**src/rtl/vcxo_tune_sequencer.sv**
```systemverilog
// VCXO tuning sequencer.
// Takes one signed frequency-error sample per gate period and moves the PWM
// tuning setpoint through the acquire, track and locked phases. It also
// detects lock and unlock, and faults when the setpoint keeps hitting a rail.
// Stage 1 registers the sample. Stage 2 makes the step/clamp/state decision.
module vcxo_tune_sequencer #(
    parameter int PWM_INIT    = 16000,
    parameter int PWM_MIN     = 1,
    parameter int PWM_MAX     = 32000,
    parameter int COARSE_THR  = 50,
    parameter int COARSE_STEP = 250,
    parameter int MID_THR     = 10,
    parameter int MID_STEP    = 50,
    parameter int STABLE_TOL  = 50,
    parameter int LOCK_COUNT  = 3,
    parameter int UNLOCK_THR  = 20,
    parameter int RAIL_LIMIT  = 8
) (
    input  logic        clk_in,
    input  logic        reset_n,
    input  logic        enable,
    input  logic        meas_valid,
    input  logic [31:0] meas_error,
    output logic [23:0] pwm_setpoint,
    output logic        pwm_load,
    output logic        locked,
    output logic        fault,
    output logic [2:0]  seq_state
);

    typedef enum logic [2:0] {
        ST_IDLE    = 3'd0,
        ST_ACQUIRE = 3'd1,
        ST_TRACK   = 3'd2,
        ST_LOCKED  = 3'd3,
        ST_FAULT   = 3'd4
    } state_t;

    localparam logic [23:0]        SP_INIT  = 24'(PWM_INIT);
    localparam logic signed [24:0] SP_MIN   = 25'(PWM_MIN);
    localparam logic signed [24:0] SP_MAX   = 25'(PWM_MAX);
    localparam logic [31:0]        COARSE_T = 32'(COARSE_THR);
    localparam logic [31:0]        MID_T    = 32'(MID_THR);
    localparam logic [31:0]        UNLOCK_T = 32'(UNLOCK_THR);
    localparam logic [32:0]        TOL      = 33'(STABLE_TOL);
    localparam logic [24:0]        COARSE_D = 25'(COARSE_STEP);
    localparam logic [24:0]        MID_D    = 25'(MID_STEP);
    localparam logic [24:0]        ONE_D    = 25'd1;
    localparam logic [3:0]         LOCK_N   = 4'(LOCK_COUNT);
    localparam logic [3:0]         RAIL_N   = 4'(RAIL_LIMIT);

    state_t      state_q, state_d;
    logic [23:0] sp_q, sp_d;
    logic        load_q, load_d;
    logic [31:0] prev_err_q, prev_err_d;
    logic        s1_valid_q, s1_valid_d;
    logic [31:0] err_q, err_d;
    logic [32:0] diff_q, diff_d;
    logic [31:0] abs_q, abs_d;
    logic [3:0]  lock_cnt_q, lock_cnt_d;
    logic [3:0]  rail_cnt_q, rail_cnt_d;

    logic [32:0]        abs_diff;
    logic               accepted;
    logic               err_zero;
    logic               err_neg;
    logic [24:0]        step_mag;
    logic signed [24:0] sp_raw;
    logic [23:0]        sp_sat;
    logic               clamped;
    logic               apply_step;

    // Stage-2 sample qualifiers: stability test and sign/zero of the error.
    always_comb begin
        abs_diff = diff_q[32] ? (33'd0 - diff_q) : diff_q;
        accepted = (abs_diff <= TOL);
        err_zero = (err_q == 32'd0);
        err_neg  = err_q[31];
    end

    // Candidate step for the current phase, then saturate it to the PWM rails.
    always_comb begin
        step_mag = 25'd0;
        if (!err_zero) begin
            if (state_q == ST_ACQUIRE && abs_q > COARSE_T) begin
                step_mag = COARSE_D;
            end else if (state_q != ST_LOCKED && abs_q > MID_T) begin
                step_mag = MID_D;
            end else begin
                step_mag = ONE_D;
            end
        end
        // A negative error means the oscillator is slow, so raise the setpoint.
        sp_raw  = $signed({1'b0, sp_q}) + (err_neg ? $signed(step_mag) : -$signed(step_mag));
        clamped = 1'b0;
        sp_sat  = sp_raw[23:0];
        if (sp_raw < SP_MIN) begin
            sp_sat  = SP_MIN[23:0];
            clamped = 1'b1;
        end else if (sp_raw > SP_MAX) begin
            sp_sat  = SP_MAX[23:0];
            clamped = 1'b1;
        end
    end

    // Next-state logic: sample capture, phase decisions and the enable-low flush.
    always_comb begin
        state_d    = state_q;
        sp_d       = sp_q;
        load_d     = 1'b0;
        prev_err_d = prev_err_q;
        s1_valid_d = 1'b0;
        err_d      = err_q;
        diff_d     = diff_q;
        abs_d      = abs_q;
        lock_cnt_d = lock_cnt_q;
        rail_cnt_d = rail_cnt_q;
        apply_step = 1'b0;

        // A strobe that arrives while stage 1 is occupied is dropped.
        if (!s1_valid_q && meas_valid &&
            (state_q == ST_ACQUIRE || state_q == ST_TRACK || state_q == ST_LOCKED)) begin
            s1_valid_d = 1'b1;
            err_d      = meas_error;
            diff_d     = {prev_err_q[31], prev_err_q} - {meas_error[31], meas_error};
            abs_d      = meas_error[31] ? (32'd0 - meas_error) : meas_error;
            prev_err_d = meas_error;
        end

        case (state_q)
            ST_IDLE: begin
                // A reinit deferred behind a previous load strobe finishes here first.
                if (sp_q != SP_INIT) begin
                    if (!load_q) begin
                        sp_d   = SP_INIT;
                        load_d = 1'b1;
                    end
                end else begin
                    state_d    = ST_ACQUIRE;
                    prev_err_d = 32'd0;
                end
            end
            ST_ACQUIRE: begin
                if (s1_valid_q) begin
                    if (!accepted) begin
                        lock_cnt_d = 4'd0;
                    end else if (abs_q > COARSE_T) begin
                        apply_step = 1'b1;
                        if (clamped) begin
                            rail_cnt_d = rail_cnt_q + 4'd1;
                            if (rail_cnt_q + 4'd1 == RAIL_N) begin
                                state_d = ST_FAULT;
                            end
                        end else begin
                            rail_cnt_d = 4'd0;
                        end
                    end else begin
                        // Close enough: hand over to TRACK and apply its step now.
                        state_d    = ST_TRACK;
                        rail_cnt_d = 4'd0;
                        apply_step = 1'b1;
                        if (err_zero) begin
                            lock_cnt_d = lock_cnt_q + 4'd1;
                            if (lock_cnt_q + 4'd1 == LOCK_N) begin
                                state_d = ST_LOCKED;
                            end
                        end else begin
                            lock_cnt_d = 4'd0;
                        end
                    end
                end
            end
            ST_TRACK: begin
                if (s1_valid_q) begin
                    if (!accepted) begin
                        lock_cnt_d = 4'd0;
                    end else if (abs_q > COARSE_T) begin
                        state_d    = ST_ACQUIRE;
                        lock_cnt_d = 4'd0;
                    end else begin
                        apply_step = 1'b1;
                        if (err_zero) begin
                            lock_cnt_d = lock_cnt_q + 4'd1;
                            if (lock_cnt_q + 4'd1 == LOCK_N) begin
                                state_d = ST_LOCKED;
                            end
                        end else begin
                            lock_cnt_d = 4'd0;
                        end
                    end
                end
            end
            ST_LOCKED: begin
                if (s1_valid_q) begin
                    if (!accepted) begin
                        lock_cnt_d = 4'd0;
                    end else if (abs_q > UNLOCK_T) begin
                        state_d    = ST_TRACK;
                        lock_cnt_d = 4'd0;
                    end else begin
                        apply_step = 1'b1;
                    end
                end
            end
            ST_FAULT: begin
                state_d = ST_FAULT;
            end
            default: begin
                state_d = ST_IDLE;
            end
        endcase

        if (apply_step) begin
            sp_d   = sp_sat;
            load_d = (sp_sat != sp_q);
        end

        // Enable low wins over everything: flush the pipeline and reinitialise.
        if (!enable) begin
            state_d    = ST_IDLE;
            s1_valid_d = 1'b0;
            lock_cnt_d = 4'd0;
            rail_cnt_d = 4'd0;
            prev_err_d = 32'd0;
            sp_d       = sp_q;
            load_d     = 1'b0;
            if (sp_q != SP_INIT && !load_q) begin
                sp_d   = SP_INIT;
                load_d = 1'b1;
            end
        end
    end

    // State and pipeline registers.
    always_ff @(posedge clk_in or negedge reset_n) begin
        if (!reset_n) begin
            state_q    <= ST_IDLE;
            sp_q       <= SP_INIT;
            load_q     <= 1'b0;
            prev_err_q <= 32'd0;
            s1_valid_q <= 1'b0;
            err_q      <= 32'd0;
            diff_q     <= 33'd0;
            abs_q      <= 32'd0;
            lock_cnt_q <= 4'd0;
            rail_cnt_q <= 4'd0;
        end else begin
            state_q    <= state_d;
            sp_q       <= sp_d;
            load_q     <= load_d;
            prev_err_q <= prev_err_d;
            s1_valid_q <= s1_valid_d;
            err_q      <= err_d;
            diff_q     <= diff_d;
            abs_q      <= abs_d;
            lock_cnt_q <= lock_cnt_d;
            rail_cnt_q <= rail_cnt_d;
        end
    end

    assign pwm_setpoint = sp_q;
    assign pwm_load     = load_q;
    assign locked       = (state_q == ST_LOCKED);
    assign fault        = (state_q == ST_FAULT);
    assign seq_state    = state_q;

endmodule

```
**config.mk**
```make
export PLATFORM = sky130hd
export DESIGN_NAME = vcxo_tune_sequencer
export DESIGN_NICKNAME = d
export VERILOG_FILES = /design/src/rtl/vcxo_tune_sequencer.sv
export SDC_FILE = /design/constraint.sdc
export NUM_CORES = 1
export LEC_CHECK = 0
export ABC_AREA = 1
export CAP_MARGIN = 20
export CORE_MARGIN = 1
export CORE_UTILIZATION = 50
export CTS_CLUSTER_SIZE = 8
export DETAILED_ROUTE_END_ITERATION = 16
export PLACE_DENSITY = 0.68
export REMOVE_ABC_BUFFERS = 1
export SYNTH_ARGS = -nofsm -noshare
export SYNTH_HDL_FRONTEND = slang
export SYNTH_SLANG_ARGS = --single-unit
```
**constraint.sdc**
```tcl
create_clock -name clk_in -period 12.3 [get_ports clk_in]
set_input_delay 1.23 -clock clk_in [delete_from_list [all_inputs] [get_ports clk_in]]
set_output_delay 1.23 -clock clk_in [all_outputs]
set_load 0.02 [all_outputs]
```
==> results.json <==
{
  "postRouteWirelength_um": 40300,
  "synth_seq_cells": 165,
  "start_util": 0.510,
  "ir_drop_v": 0.000128,
  "core_area_mm2": 0.0253,
  "regArea_mm2": 0.00414,
  "multiInputGateArea_mm2": 0.00742,
  "seq_power_share": 0.298,
  "async_flop_share": 1.00,
  "fin_cells": 2380,
  "cp_max_fo": 11,
  "cts_max_level": 4,
  "ctsHoldBuffers": 0,
  "synth_seq_area_share": 0.321,
  "rsz0062_at_grt": "false",
  "fin_crit_sh": 0.432,
  "root_buffer": "clkbuf_16",
  "fin_crit_ns": 5.31,
  "cts_buffers": 17,
  "relSlewSlack": 0.338,
  "synth.most_common_cell": "nand2_1",
  "synth_cells": 1985,
  "yosys.area.top_type_share": 0.309,
  "num-nets-final": 2136,
  "p_clk_frac": 0.204,
  "outcome": "finished clean",
  "rows": 58,
  "die_h_um": 163,
  "synthTopCellsByArea": "dfrtp_1 (31%), nand2_1 (16%), inv_1 (8.6%), nor2_1 (6.8%), ha_1 (5.9%)",
  "layout-drive-gt1-share": 0.0537,
  "drc": 0,
  "port_buffers": 65,
  "skew_ns": 0.0176,
  "hold_viol": 0,
  "grt_pass1_vias": 12000,
  "final.setup.tns_ns": 0,
  "area_growth_pct": 12.3,
  "cts_resized": 0,
  "syn_avg_cell_area_um2": 6.49,
  "num_vias": 13100,
  "pin_count": 66,
  "synth_edf_count": 0,
  "arrival_ns": 5.65,
  "synth-main-ff-cell": "dfrtp_1",
  "place_congestion": 0.927,
  "ant_nets": 0,
  "cp_slowest_cell": "ha_1",
  "dpl.cell_count": 2348,
  "synth_common_cells": "nand2_1 (547), inv_1 (296), nor2_1 (232)",
  "p_sw_uw": 1340,
  "avgViaCountPerCell": 5.51,
  "die_w_um": 163,
  "power.leakage_uw": 0.00744,
  "cp.buffers_inverters": 3,
  "hold_path.class": "register to register",
  "clock_latency_ns": 0.45,
  "cts.sinks": 165,
  "grt_pass1_wl_um": 64100,
  "antenna_found_initial": 0,
  "post_cts_buffers": 0,
  "swShare": 0.486,
  "criticalPathCategory": "register to register",
  "grt_use_total": 0.313,
  "clock_path_buffers": 2,
  "routedWlPerCell_um": 17.0,
  "cp_common_cell": "nand2_1",
  "n_antenna_cell": 0,
  "cp-start-kind": "register",
  "maxCapViolCount": 0,
  "crit_path_end_kind": "register",
  "synth_cell_types": 52,
  "dieArea_mm2": 0.0264,
  "grt_max_degree": 98,
  "path_clk_slew_ns": 0.08,
  "cts_tree": "yes",
  "p_per_area_mw_per_mm2": 191,
  "crit_family": "simple AND/OR/NAND/NOR gates",
  "drtPass1Iterations": 6,
  "synth_area_mm2": 0.0129,
  "comb_power_share": 0.497,
  "yosys.area.top_type": "dfrtp_1",
  "drv_slew": 0,
  "dp_hpwl_um": 31300,
  "initialDrtViolationCount": 1150,
  "grt_overflow_total": 0,
  "timing.fmax_ghz": 0.188,
  "p_int_uw": 1420,
  "setup_viol": 0,
  "fillers": 2521,
  "yosysWarnings": 0,
  "worstPathRequired_ns": 12.64,
  "tightest_slew_ns": 0.985,
  "slowest_delay_ns": 0.43
}
[registers in the layout, indices dropped and copies added, names as in the netlist]
| name | flops |
|---|---|
| diff_q | 33 |
| err_q | 32 |
| prev_err_q | 32 |
| abs_q | 31 |
| pwm_setpoint | 24 |
| lock_cnt_q | 4 |
| rail_cnt_q | 4 |
| seq_state | 3 |
| pwm_load | 1 |
| s1_valid_q | 1 |
[tightest hold or removal path, cell delays in order (launching register included)]
cell and delay (ns):
dfrtp_1 0.35, nand2_1 0.06, nand2_1 0.05
[cells in the final DEF (no fill, tap or decap), types with 3 or more instances in the layout]
cell type / instances
xnor2_1: 12
nand2_1: 547
nor3_1: 32
o21ai_0: 122
or2_2: 10
inv_12: 3
nor2_4: 5
nor4_1: 13
nor2_2: 13
dfstp_2: 6
nand4_1: 41
inv_8: 4
o22ai_1: 11
a21oi_1: 92
o221ai_1: 5
o31ai_1: 8
clkinv_8: 4
nor2_1: 232
nand2_2: 13
buf_4: 8
o21a_1: 8
a211oi_1: 5
o211ai_1: 8
a2111oi_0: 3
o21ai_1: 12
inv_2: 12
clkbuf_16: 17
a31oi_1: 11
o21bai_1: 5
and3_1: 3
clkdlybuf4s50_1: 64
a22oi_1: 4
ha_1: 61
nand3b_1: 11
dfrtp_1: 159
xor2_1: 19
nor3_2: 3
nand3_1: 140
o41ai_1: 3
inv_1: 296
[metrics by stage]
step / hold slack, ns / worst slack [ns] / utilization / power, uW / area (um2)
final: 0.486 / 6.99 / 0.573 / 2770 / 14500
after global routing: 0.508 / 6.56 / 0.573 / 2990 / 14500
after floorplan: 0.447 / 6.28 / - / 1810 / 12700
after global placement: 0.464 / 7.16 / 0.548 / 2170 / 13800
after CTS: 0.486 / 7.10 / 0.573 / 2760 / 14500
after detailed placement: 0.467 / 7.11 / 0.548 / 2180 / 13800
[path summary, 6_finish.rpt]
path / end / start / depth (start not counted) / slack [ns]
min in group asynchronous: err_q[11]$_DFFE_PN0P_ / reset_n / 1 / 0.90
max in group asynchronous: abs_q[7]$_DFFE_PN0P_ / reset_n / 2 / 9.92
hold / removal: err_q[10]$_DFFE_PN0P_ / err_q[10]$_DFFE_PN0P_ / 2 / 0.49
setup / recovery: pwm_load$_DFF_PN0_ / abs_q[22]$_DFFE_PN0P_ / 34 / 6.99
hold reg to reg: err_q[10]$_DFFE_PN0P_ / err_q[10]$_DFFE_PN0P_ / 2 / 0.49
setup reg to reg: pwm_load$_DFF_PN0_ / abs_q[22]$_DFFE_PN0P_ / 34 / 6.99
[power by group through the flow]
stage                     Clock, uW  Sequential [uW]  Combinational (uW)
final                           565              825                1380
after global routing            590              844                1560
after CTS                       571              822                1360
after detailed placement          0              831                1350
after global placement            0              828                1340
after floorplan                   0              807                1000
[area by class of cell]
class | instances | area share
Timing Repair Buffer | 73 | 0.0492
Tap cell | 330 | 0.0285
Multi-Input combinational cell | 1471 | 0.513
Clock inverter | 15 | 0.0133
Sequential cell | 165 | 0.286
Inverter | 309 | 0.0802
Clock buffer | 17 | 0.0294
[cell families (layout without fill, tap and decap cells)]
group | count (synthesis) | in the layout | share of synthesized area
simple gates | 1067 | 1067 | 0.355
buf+inv | 349 | 414 | 0.104
compound gates | 310 | 310 | 0.137
flops | 165 | 165 | 0.321
fa+ha+maj | 63 | 63 | 0.0624
xor+xnor | 31 | 31 | 0.0211
[metal layers]
metal  part of all wire  global-route usage  vias up  wire length [um]
li1                   -                   -     6546                 -
met1               0.48               0.460     6059             19400
met2               0.44               0.479      460             17600
met3              0.064              0.0415       51              2590
met4              0.019              0.0853        0               775
met5                  0                   0        -                 0
(Power assumes the default switching activity.)
